[src/rtl/mem_arb_pkg.sv]
// Shared types for the data-memory arbiter: lock FSM encoding and requester ids.
package mem_arb_pkg;

    typedef enum logic {
        ARB        = 1'b0,
        DBG_LOCKED = 1'b1
    } arb_state_e;

    // Requester ids double as bit positions in the req/gnt pair.
    localparam logic REQ_CPU = 1'b0;
    localparam logic REQ_DBG = 1'b1;

endpackage

[src/rtl/rr_grant2.sv]
// Two-way round-robin grant. The CPU can be masked out while DBG holds a burst lock.
module rr_grant2
    import mem_arb_pkg::*;
(
    input  logic       en,        // low forces no grant (held in reset)
    input  logic [1:0] req,       // indexed by REQ_CPU / REQ_DBG
    input  logic       prio,      // side that wins a conflict
    input  logic       block_cpu, // burst lock active: only DBG may be granted
    output logic [1:0] gnt
);

    // One-hot (or zero) grant from request, priority pointer and lock mask.
    always_comb begin
        gnt = '0;
        if (en) begin
            if (block_cpu) begin
                gnt[REQ_DBG] = req[REQ_DBG];
            end else if (req[REQ_CPU] && req[REQ_DBG]) begin
                gnt[prio] = 1'b1;
            end else begin
                gnt = req;
            end
        end
    end

endmodule

[src/rtl/data_mem_arbiter.sv]
// Arbitrates the single-port data RAM between the CPU load/store unit and the
// debug unit, with a bounded DBG burst lock and a one-stage read-tag pipe.
module data_mem_arbiter
    import mem_arb_pkg::*;
#(
    parameter int ADDR_W   = 11,
    parameter int DATA_W   = 16,
    parameter int MAX_LOCK = 64
) (
    input  logic              clk,
    input  logic              reset,
    input  logic              cpu_req,
    input  logic              cpu_we,
    input  logic [ADDR_W-1:0] cpu_addr,
    input  logic [DATA_W-1:0] cpu_wdata,
    output logic              cpu_gnt,
    output logic              cpu_rvalid,
    output logic [DATA_W-1:0] cpu_rdata,
    input  logic              dbg_req,
    input  logic              dbg_we,
    input  logic [ADDR_W-1:0] dbg_addr,
    input  logic [DATA_W-1:0] dbg_wdata,
    input  logic              dbg_lock,
    output logic              dbg_gnt,
    output logic              dbg_rvalid,
    output logic [DATA_W-1:0] dbg_rdata,
    output logic              mem_wr_en,
    output logic              mem_rd_en,
    output logic [ADDR_W-1:0] mem_addr,
    output logic [DATA_W-1:0] mem_w_data,
    input  logic [DATA_W-1:0] mem_r_data
);

    localparam int LCW = $clog2(MAX_LOCK + 1);

    arb_state_e        state, state_nxt;
    logic              rr_ptr, rr_ptr_nxt;
    logic [LCW-1:0]    lock_cnt, lock_cnt_nxt, cnt_inc;
    logic              rtag_valid, rtag;
    logic [DATA_W-1:0] cpu_rdata_q, dbg_rdata_q;
    logic [1:0]        req, gnt;

    assign req = {dbg_req, cpu_req};

    // Grants are gated by reset so every output drops asynchronously.
    rr_grant2 u_rr (
        .en        (!reset),
        .req       (req),
        .prio      (rr_ptr),
        .block_cpu (state == DBG_LOCKED),
        .gnt       (gnt)
    );

    assign cpu_gnt = gnt[REQ_CPU];
    assign dbg_gnt = gnt[REQ_DBG];

    // Steer the granted requester onto the RAM bus; idle bus is all zero.
    always_comb begin
        mem_wr_en  = 1'b0;
        mem_rd_en  = 1'b0;
        mem_addr   = '0;
        mem_w_data = '0;
        if (cpu_gnt) begin
            mem_wr_en  = cpu_we;
            mem_rd_en  = !cpu_we;
            mem_addr   = cpu_addr;
            mem_w_data = cpu_wdata;
        end else if (dbg_gnt) begin
            mem_wr_en  = dbg_we;
            mem_rd_en  = !dbg_we;
            mem_addr   = dbg_addr;
            mem_w_data = dbg_wdata;
        end
    end

    // Lock FSM next state: round-robin pointer update, burst entry/exit and bound.
    always_comb begin
        state_nxt    = state;
        rr_ptr_nxt   = rr_ptr;
        lock_cnt_nxt = lock_cnt;
        cnt_inc      = lock_cnt + LCW'(1);
        case (state)
            ARB: begin
                if (cpu_gnt) rr_ptr_nxt = REQ_DBG;
                if (dbg_gnt) begin
                    rr_ptr_nxt = REQ_CPU;
                    // A bound of one grant means the lock never outlives its entry grant.
                    if (dbg_lock && MAX_LOCK > 1) begin
                        state_nxt    = DBG_LOCKED;
                        lock_cnt_nxt = LCW'(1);
                    end
                end
            end
            DBG_LOCKED: begin
                if (dbg_gnt) lock_cnt_nxt = cnt_inc;
                // Release on lock drop, or force the CPU a slot once the bound is hit.
                if (!dbg_lock || (dbg_gnt && cnt_inc == LCW'(MAX_LOCK))) begin
                    state_nxt    = ARB;
                    lock_cnt_nxt = '0;
                    rr_ptr_nxt   = REQ_CPU;
                end
            end
        endcase
    end

    // Lock FSM state register.
    always_ff @(posedge clk or posedge reset) begin
        if (reset) begin
            state    <= ARB;
            rr_ptr   <= REQ_CPU;
            lock_cnt <= '0;
        end else begin
            state    <= state_nxt;
            rr_ptr   <= rr_ptr_nxt;
            lock_cnt <= lock_cnt_nxt;
        end
    end

    // Read-tag pipe: remember who issued the read the RAM is answering next cycle.
    always_ff @(posedge clk or posedge reset) begin
        if (reset) begin
            rtag_valid <= 1'b0;
            rtag       <= REQ_CPU;
        end else begin
            rtag_valid <= (cpu_gnt && !cpu_we) || (dbg_gnt && !dbg_we);
            rtag       <= dbg_gnt;
        end
    end

    assign cpu_rvalid = rtag_valid && (rtag == REQ_CPU);
    assign dbg_rvalid = rtag_valid && (rtag == REQ_DBG);

    // Hold each side's last read data so the other side's traffic doesn't disturb it.
    always_ff @(posedge clk or posedge reset) begin
        if (reset) begin
            cpu_rdata_q <= '0;
            dbg_rdata_q <= '0;
        end else begin
            if (cpu_rvalid) cpu_rdata_q <= mem_r_data;
            if (dbg_rvalid) dbg_rdata_q <= mem_r_data;
        end
    end

    // RAM data passes straight through in the rvalid cycle, no extra latency.
    assign cpu_rdata = cpu_rvalid ? mem_r_data : cpu_rdata_q;
    assign dbg_rdata = dbg_rvalid ? mem_r_data : dbg_rdata_q;

endmodule
[config.mk]
export PLATFORM = sky130hd
export DESIGN_NAME = data_mem_arbiter
export DESIGN_NICKNAME = d
export VERILOG_FILES = /design/src/rtl/mem_arb_pkg.sv /design/src/rtl/rr_grant2.sv /design/src/rtl/data_mem_arbiter.sv
export SDC_FILE = /design/constraint.sdc
export NUM_CORES = 1
export LEC_CHECK = 0
export ABC_AREA = 1
export BUFFER_PORTS_ARGS = -buffer_cell sky130_fd_sc_hd__buf_4
export CAP_MARGIN = 20
export CORE_MARGIN = 4
export CORE_UTILIZATION = 38
export DETAILED_ROUTE_END_ITERATION = 16
export PLACE_DENSITY = 0.8
export SLEW_MARGIN = 10
export SYNTH_ARGS = -nofsm -noshare
export SYNTH_HDL_FRONTEND = slang
export SYNTH_SLANG_ARGS = --single-unit
[constraint.sdc]
create_clock -name clk -period 1.4 [get_ports clk]
set_clock_uncertainty 0.1 [all_clocks]
set_input_delay 0.21 -clock clk [delete_from_list [all_inputs] [get_ports clk]]
set_output_delay 0.21 -clock clk [all_outputs]
set_load 0.005 [all_outputs]
==> reports/metrics.yaml, run 1 <==
required_ns: 1.09
rows: 27
cts_buffers: 5
min_period_over_period: 1.390
period_needed_ns: 1.946
root_buffer: "clkbuf_8"
grt_pass1_vias: 2501
power_frac_clock: 0.157
ys_ff_latch: 43
synth_top_area_share: 0.4859
fin_cells: 514
drt-total-wl_mm: 11.92
power_leakage_nw: 2.360
synth-edff-count: 0
drc_errors: 0
grt_setup_unrepaired: "yes"
power.share.sequential: 0.314
setup_violations: 76
synth.net_count: 327
combPwrFrac: 0.529
cp_max_fo: 14
layout_commonest_cell: "buf_4"
antenna_left: 0
grt_overflow: 0
syn_to_final_growth_pct: 114.0
hp-class: "in -> reg"
fin_ws_ns: -0.5463
first_iter_violations: 188
clock_tree.buffer_depth: 2
grt_pass1_wl_mm: 12.55
yosys-top-cells-area: "dfrtp_1 49%, a22o_1 11%, nand2_1 8.8%"
final_cell_mix: "161 x buf_4, 40 x dfrtp_1, 28 x a22o_1"
finalHoldViolCount: 0
slew-limit-headroom: 0.6718
start_kind: "flop"
switching_share: 0.3549
synth_ff_type: "dfrtp_1"
status: "complete, but fails checks"
htreeDepth: 2
post-place-cells: 480
yosys_warnings: 0
internal_power_mw: 4.000
die_h_um: 84.34
ys_seq_area_frac: 0.4859
nets: 521
place.detailed.hpwl_mm: 5.440
synth_area_leader_cell: "dfrtp_1"
dr.pass1.iters: 5
max_freq_mhz: 513.8
violations: "negative setup slack"
vdd.ir_drop.worst_uv: 883.4
stdcell_area_mm2: 0.004740
grtUsageTotal: 0.2162
cts_sinks: 43
p_switching_mw: 2.200
clkTransAtPathRegs_ns: 0.08
netlist_instances: 248
grt_max_degree: 33
placed_cell_area_mm2: 0.003597
arrival_ns: 1.64
routabilityCongestion: 0.7951
routed-via-count: 2842
total_power_mw: 6.201
vias_per_cell: 5.529
antenna_found_initial: 0
tritoncts: "yes"
synthArstFlopShare: 1.000
max_cap_violations: 0
worst_slew_pin_slew_ns: 0.4917
worstSetupEndpointType: "output port"
ioPinCount: 142
drive_gt1_frac: 0.7036
fp.dieW_um: 84.34
drv_slew: 0
fin_tns_setup_ns: -29.31
io_buffers: 141
start_util: 0.3973
hold_slack_ns: 0.03031
coreArea_mm2: 0.005574
syn_avg_cell_area_um2: 8.930
diodes: 0
syn_area_mm2: 0.002215
ys_types: 29
clkLatencyLatePin_ns: 0.30
critPathKind: "reg -> out"
wl_per_cell_um: 23.18
die-area_mm2: 0.007113
power.density_mw_per_mm2: 1308
==> layer usage <==
metal | wire length, µm | GRT usage | vias up
met5 | 0 | 0 | -
li1 | - | - | 1222
met3 | 951 | 0.05005 | 49
met1 | 4245 | 0.2712 | 1364
met2 | 6199 | 0.3737 | 207
met4 | 520 | 0.06043 | 0
==> synthesized netlist by cell type (all sizes together), types with 2 or more instances <==
cell and n:
nand2 58, dfrtp 43, o21ai 38, inv 33
a22o 28, nor2 11, nand3 8, clkbuf 7
buf 6, nand4 5, a21oi 4, ha 2
o22ai 2
==> cell families after synthesis <==
logic type,synth area share
simple gates,0.1847
buf+inv,0.09831
flops,0.4859
compound gates,0.2198
fa+ha+maj,0.01130
==> stage by stage <==
| stage | worst slack, ns | utilization |
|---|---|---|
| after detailed placement | -0.1747 | 0.6453 |
| after global routing | -0.6180 | 0.8503 |
| after floorplan | -0.09578 | - |
| after CTS | -0.3778 | 0.7255 |
| after global placement | -0.1139 | 0.6453 |
| final | -0.5463 | 0.8503 |
==> worst paths after layout <==
kind / from / end / slack [ns] / cells after the start
worst min register to register: dbg_rdata_q[1]$_DFF_PP0_ / dbg_rdata_q[1]$_DFF_PP0_ / 0.43 / 2
worst max register to register: lock_cnt[0]$_DFFE_PP0P_ / rr_ptr$_DFFE_PP0P_ / -0.24 / 10
max in group asynchronous: reset / lock_cnt[2]$_DFFE_PP0P_ / 0.17 / 5
min in group asynchronous: reset / rr_ptr$_DFFE_PP0P_ / 0.54 / 4
worst max-delay path: state$_DFF_PP0_ / mem_w_data[6] / -0.55 / 6
worst min-delay path: dbg_we / rtag_valid$_DFF_PP0_ / 0.03 / 2
==> sequential cells by signal (all words and copies together) (netlist names) <==
register,flops
rr_ptr,1
rtag_valid,1
rtag,1
cpu_rdata_q,16
state,1
dbg_rdata_q,16
lock_cnt,7
==> power groups by stage <==
| stage | logic, mW | clock network (mW) | registers (mW) |
|---|---|---|---|
| after floorplan | 0.721 | 0 | 1.74 |
| after global placement | 1.85 | 0 | 1.74 |
| after detailed placement | 1.90 | 0 | 1.76 |
| after CTS | 2.26 | 0.938 | 1.77 |
| after global routing | 3.44 | 1.04 | 1.98 |
| final | 3.28 | 0.974 | 1.94 |
==> repair_timing <==
action / CTS / global route
endpoints found under the setup margin: 74 / 75
cloned: 3 / 5
pin swaps: 6 / 10
gates resized for setup: 93 / 104
setup buffers: 3 / 17
hold buffers: 1 / 0
endpoints found under the hold margin: 7 / 0
==> area by class of cell <==
class,count,area [µm²]
Clock inverter,2,37.54
Fill cell,232,834.6
Clock buffer,5,68.82
Inverter,33,143.9
Multi-Input combinational cell,159,1494
Timing Repair Buffer,200,1826
Sequential cell,43,1080
Tap cell,72,90.09
==> worst max-delay path, cell delays in order, from the launching register on <==
cell	delay, ns
dfrtp_1	0.43
nor2_2	0.16
nand3_2	0.12
inv_2	0.14
clkbuf_16	0.19
a22o_1	0.17
buf_4	0.13
No activity file was read; power rests on OpenSTA's default activity.
==> inputs of run 2 (changes only) <==
==> constraint.sdc (replaced) <==
create_clock -name clk -period 1.4 [get_ports clk]
set_clock_uncertainty 0.1 [all_clocks]
set_input_delay 0.21 -clock clk [delete_from_list [all_inputs] [get_ports clk]]
set_output_delay 0.21 -clock clk [all_outputs]
set_load 0.02 [all_outputs]
==> run 2 against run 1 <==
Compared with the run above: the flow still finishes with violations (negative setup slack); core utilization rose by 5.1 points; combinational power rose by 20%; register-to-register slack got worse by 0.07 ns; largest cell class unchanged; non-clock buffer count fell by 1; critical path depth did not move; clock-buffer cell count rose by 1; sequential share of layout area fell by 1.3 points; critical endpoint is now mem_addr[0].
==> reports/metrics.yaml, run 2 (synthesis gave the netlist of run 1 again) <==
hp-class: "in -> reg"
root_buffer: "clkbuf_8"
required_ns: 1.09  # about the same
die_h_um: 84.34  # unchanged
power_leakage_nw: 2.445  # +3.6%
path_buf_inv: 3  # unchanged
post-place-cells: 476  # -0.83%
grt_pass1_vias: 2731  # +9.2%
grt_overflow: 0  # unchanged
power_frac_clock: 0.122  # -0.035
combPwrFrac: 0.592  # +0.063
r2r_start: "lock_cnt[3]$_DFFE_PP0P_"
largestRegisters: "cpu_rdata_q x16, dbg_rdata_q x16, lock_cnt x7"
max_cap_violations: 0  # unchanged
wl_per_cell_um: 22.24  # -4.1%
min_path_cells: 2  # unchanged
rows: 27  # unchanged
ioPinCount: 142  # unchanged
dr.pass1.iters: 5  # unchanged
die-area_mm2: 0.007113  # unchanged
cp_top_family: "flip-flops"
period_needed_ns: 1.877  # -0.06943 ns
power.density_mw_per_mm2: 1329  # +1.6%
finalHoldViolCount: 0  # unchanged
critPathKind: "reg -> out"
clock_tree.buffer_depth: 2  # unchanged
routabilityCongestion: 0.8565  # +7.7%
slowest_stage: "dfrtp_1"
internal_power_mw: 4.012  # +0.30%
tritoncts: "yes"
antenna_found_initial: 0  # unchanged
layout_commonest_cell: "buf_4"
start_util: 0.3973  # unchanged
nets: 520  # -0.19%
cp_max_fo: 5  # -9
antenna_left: 0  # unchanged
placed_cell_area_mm2: 0.003884  # +8.0%
drv_slew: 0  # unchanged
worstSetupEndpointType: "output port"
p_switching_mw: 2.666  # +21%
grt_pass1_wl_mm: 13.48  # +7.4%
rr_worst_depth: 7  # -3
fin_cells: 514  # unchanged
final_cell_mix: "109 x buf_4, 67 x buf_6, 40 x dfrtp_1"
clkLatencyLatePin_ns: 0.30  # about the same
vias_per_cell: 5.492  # -0.67%
cts_buffers: 5  # unchanged
arrival_ns: 1.57  # -0.07 ns
hp-start: "dbg_we"
min_period_over_period: 1.341  # -0.04959
routed-via-count: 2823  # -0.67%
coreArea_mm2: 0.005574  # unchanged
hold_slack_ns: 0.04108  # +0.01077 ns
htreeDepth: 2  # unchanged
worst_slew_pin_slew_ns: 0.3707  # -0.1210 ns
fin_ws_ns: -0.4769  # +0.06943 ns
vdd.ir_drop.worst_uv: 882.4  # -0.11%
max_freq_mhz: 532.8  # +3.7%
place.detailed.hpwl_mm: 5.722  # +5.2%
slew-limit-headroom: 0.7525  # +0.08070
syn_to_final_growth_pct: 126.8
drive_gt1_frac: 0.7195  # +0.01584
drc_errors: 0  # unchanged
first_iter_violations: 221  # +18%
diodes: 0  # unchanged
stdcell_area_mm2: 0.005024  # +6.0%
grt_max_degree: 24  # -27%
pre_cts_ws_ns: -0.1676  # +0.007019 ns
r2r_slack_ns: -0.31  # -0.07 ns
n_fill_cell: 202  # -13%
drt-total-wl_mm: 11.43  # -4.1%
path_depth: 6  # unchanged
cts_sinks: 43  # unchanged
switching_share: 0.3992  # +0.04434
io_buffers: 141  # unchanged
cpPeakStageDelay_ns: 0.42  # about the same
power.share.sequential: 0.286  # -0.028
grtUsageTotal: 0.2349  # +0.01869
crit_chain: "nor2_2, nand3_2, clkinv_4, clkbuf_16, a22o_1, buf_6"
status: "complete, but fails checks"
fp.dieW_um: 84.34  # unchanged
clkTransAtPathRegs_ns: 0.08  # about the same
cp-startpoint: "state$_DFF_PP0_"
setup_violations: 76  # unchanged
violations: "negative setup slack"
grt_setup_unrepaired: "yes"
start_kind: "flop"
[run 2: metal layers]
metal	up-vias	GRT usage	share of wire
li1	1221	-	-
met1	1398	0.2594	0.35
met2	161	0.4613	0.56
met3	43	0.04318	0.058
met4	0	0.05324	0.036
met5	-	0	0
[run 2: area by class of cell]
cell class | count | area (µm²) | area share
Clock buffer | 6 | 72.57 | 0.01445
Clock inverter | 2 | 12.51 | 0.002491
Inverter | 33 | 143.9 | 0.02864
Multi-Input combinational cell | 159 | 1567 | 0.3118
Sequential cell | 43 | 1080 | 0.2149
Tap cell | 72 | 90.09 | 0.01793
Timing Repair Buffer | 199 | 2058 | 0.4097
[run 2: worst paths after layout]
kind / endpoint
setup reg to reg: lock_cnt[3]$_DFFE_PP0P_
hold reg to reg: cpu_rdata_q[6]$_DFF_PP0_
setup / recovery: mem_addr[0]
hold / removal: rtag_valid$_DFF_PP0_
min in group asynchronous: dbg_rdata_q[14]$_DFF_PP0_
max in group asynchronous: rtag_valid$_DFF_PP0_
[run 2: through the flow]
stage	TNS (ns)	util	power (mW)
2_1_floorplan	-3.974	-	3.259
3_3_place_gp	-3.500	0.6967	4.374
3_5_place_dp	-5.706	0.6967	4.451
4_1_cts	-21.72	0.8018	5.758
5_1_grt	-32.29	0.9012	6.927
6_report	-29.02	0.9012	6.678
[run 2: repair_timing]
action	CTS	global route
pin swaps	5	9
endpoints found under the hold margin	12	0
gates resized for setup	112	64
setup buffers	7	15
hold buffers	1	0
cloned	2	7
setup endpoints to repair	74	74
[run 2: power by group through the flow]
| stage | Sequential [mW] | Clock (mW) | Combinational (mW) |
|---|---|---|---|
| global placement | 1.74 | 0 | 2.63 |
| CTS | 1.77 | 0.770 | 3.21 |
| detailed placement | 1.76 | 0 | 2.69 |
| floorplan | 1.75 | 0 | 1.51 |
| finish | 1.91 | 0.817 | 3.95 |
| global route | 1.94 | 0.865 | 4.12 |
==> inputs of run 3 (changes only) <==
--- a/config.mk
+++ b/config.mk
@@ -16,3 +16,4 @@
 export SYNTH_ARGS = -nofsm -noshare
 export SYNTH_HDL_FRONTEND = slang
 export SYNTH_SLANG_ARGS = --single-unit
+export TNS_END_PERCENT = 5
==> run 3 against run 2 <==
Compared with the run above: the flow still finishes with violations (negative setup slack); register-to-register slack gained 0.04 ns; routed wire length shrank 29%; first-iteration DRC count shrank 48%; core utilization shrank 13 points; setup slack lost 0.022 ns; critical path type unchanged; largest cell class unchanged; highest routed layer unchanged.
==> reports/metrics.yaml, run 3 (synthesis gave the netlist of run 1 again) <==
grt_setup_unrepaired: "yes"
ioPinCount: 142  # unchanged
period_needed_ns: 1.899  # +0.02175 ns
min_path_cells: 2  # unchanged
post_cts_buffers: 0  # -7
fin_ws_ns: -0.4986  # -0.02175 ns
antenna_found_initial: 0  # unchanged
grtUsageTotal: 0.2135  # -0.02143
tritoncts: "yes"
cts_buffers: 5  # unchanged
cp_max_fo: 13  # +8
p_switching_mw: 2.206  # -17%
io_buffers: 141  # unchanged
clkLatencyLatePin_ns: 0.30  # about the same
cts_sinks: 43  # unchanged
internal_power_mw: 3.504  # -13%
clkTransAtPathRegs_ns: 0.08  # about the same
slew-limit-headroom: 0.8128  # +0.06027
power_leakage_nw: 2.179  # -11%
dr.pass1.iters: 4  # -1
total_power_mw: 5.711  # -14%
clock_tree.buffer_depth: 2  # unchanged
routed-via-count: 2463  # -13%
nets: 493  # -5.2%
r2r_slack_ns: -0.27  # +0.04 ns
power.share.sequential: 0.314  # +0.028
vdd.ir_drop.worst_uv: 816.0  # -7.5%
htreeDepth: 2  # unchanged
power.density_mw_per_mm2: 1328  # about the same
grt_pass1_vias: 2590  # -5.2%
path_depth: 6  # unchanged
combPwrFrac: 0.549  # -0.043
power_frac_clock: 0.137  # +0.015
drive_gt1_frac: 0.6458  # -0.07367
max_freq_mhz: 526.7  # -1.1%
die-area_mm2: 0.007113  # unchanged
drv_slew: 0  # unchanged
fp.dieW_um: 84.34  # unchanged
start_util: 0.3973  # unchanged
cpPeakStageDelay_ns: 0.43  # about the same
grt_max_degree: 44  # +83%
place.detailed.hpwl_mm: 5.785  # +1.1%
largestRegisters: "cpu_rdata_q x16, dbg_rdata_q x16, lock_cnt x7"
grt_overflow: 0  # unchanged
r2r_start: "lock_cnt[1]$_DFFE_PP0P_"
path_buf_inv: 3  # unchanged
hp-start: "dbg_we"
finalHoldViolCount: 0  # unchanged
grt_pass1_wl_mm: 12.54  # -7.0%
drt-total-wl_mm: 8.140  # -29%
coreArea_mm2: 0.005574  # unchanged
routabilityCongestion: 0.8791  # +2.6%
min_period_over_period: 1.356  # +0.01554
layout_commonest_cell: "buf_4"
die_h_um: 84.34  # unchanged
crit_chain: "nor2_2, nand3_2, inv_4, clkbuf_16, a22o_1, buf_6"
setup_violations: 73  # -3.9%
status: "complete, but fails checks"
rr_worst_depth: 10  # +3
rows: 27  # unchanged
pre_cts_ws_ns: -0.2520  # -0.08436 ns
final_cell_mix: "107 x buf_4, 57 x buf_6, 43 x dfrtp_1"
timing.rr.end: "lock_cnt[0]$_DFFE_PP0P_"
hp-class: "in -> reg"
switching_share: 0.3863  # -0.01287
cp_top_family: "flip-flops"
vias_per_cell: 5.057  # -7.9%
first_iter_violations: 116  # -48%
drc_errors: 0  # unchanged
antenna_left: 0  # unchanged
fin_tns_setup_ns: -25.08  # +3.943 ns
worst_slew_pin_slew_ns: 0.2779  # -0.09280 ns
slowest_stage: "dfrtp_1"
hold_path_end: "rtag_valid$_DFF_PP0_"
syn_to_final_growth_pct: 94.12
violations: "negative setup slack"
critPathKind: "reg -> out"
diodes: 0  # unchanged
max_cap_violations: 0  # unchanged
required_ns: 1.09  # about the same
wl_per_cell_um: 16.71  # -25%
arrival_ns: 1.59  # +0.02 ns
start_kind: "flop"
worstSetupEndpointType: "output port"
root_buffer: "clkbuf_8"
==> run 3: cell types whose count changed in the layout (fill, tap and decap cells not counted), moves of 6 or more <==
cell     before  now
buf_6        67   57
nand2_1      18   25
o21ai_4      29   15
o21ai_2       4   14
buf_12       12    6
nand2_4      16    3
nand2_2      23   30
==> run 3: how the worst max path moves through the flow <==
stage	startpoint	endpoint	slack [ns]
after floorplan	state$_DFF_PP0_	mem_addr[0]	-0.16
after global placement	lock_cnt[0]$_DFFE_PP0P_	lock_cnt[6]$_DFFE_PP0P_	-0.12
after detailed placement	lock_cnt[0]$_DFFE_PP0P_	lock_cnt[6]$_DFFE_PP0P_	-0.25
after CTS	state$_DFF_PP0_	mem_w_data[9]	-0.48
after global routing	state$_DFF_PP0_	mem_w_data[10]	-0.55
final	state$_DFF_PP0_	mem_w_data[5]	-0.50
==> run 3: power by group through the flow <==
stage                     logic (mW)  registers [mW]  clock network (mW)
final                           3.14            1.79               0.782
after global routing            3.34            1.83               0.844
after CTS                       3.07            1.78               0.791
after detailed placement        2.65            1.76                   0
after global placement          2.58            1.73                   0
after floorplan                 1.46            1.74                   0
==> run 3: final cells by class <==
| type | count | area, µm² |
|---|---|---|
| Timing Repair Buffer | 172 | 1600 |
| Multi-Input combinational cell | 159 | 1319 |
| Clock buffer | 6 | 72.57 |
| Sequential cell | 43 | 1076 |
| Tap cell | 72 | 90.09 |
| Clock inverter | 2 | 12.51 |
| Fill cell | 365 | 1275 |
| Inverter | 33 | 128.9 |
==> run 3: layer usage <==
metal  track usage  part of all wire
met1        0.2574              0.39
met2        0.3809              0.54
met3       0.05594             0.060
met4       0.05036             0.015
met5             0                 0
==> run 3: repair_timing <==
item,in CTS,in global routing
endpoints found under the setup margin,74,74
pin swaps,5,4
cloned,0,1
resized for setup,99,20
endpoints found under the hold margin,43,0
hold buffers,1,0
==> run 3: through the flow <==
step | hold slack [ns] | utilization | instance area [µm²] | std cells
3_3_place_gp | 0.2968 | 0.6860 | 3824 | 477
3_5_place_dp | 0.2949 | 0.6860 | 3824 | 477
2_1_floorplan | 0.2114 | - | 2485 | 248
6_report | 0.02988 | 0.7713 | 4299 | 487
4_1_cts | 0.02348 | 0.7538 | 4202 | 486
5_1_grt | 0.03952 | 0.7713 | 4299 | 487
==> run 3: worst reg2reg max path: cells and delay by family (launching register included) <==
| family | cells | cell delay, ns |
|---|---|---|
| compound gates | 1 | 0.14 |
| fa+ha+maj | 1 | 0.22 |
| buf+inv | 1 | 0.04 |
| flops | 1 | 0.39 |
| simple gates | 7 | 0.71 |
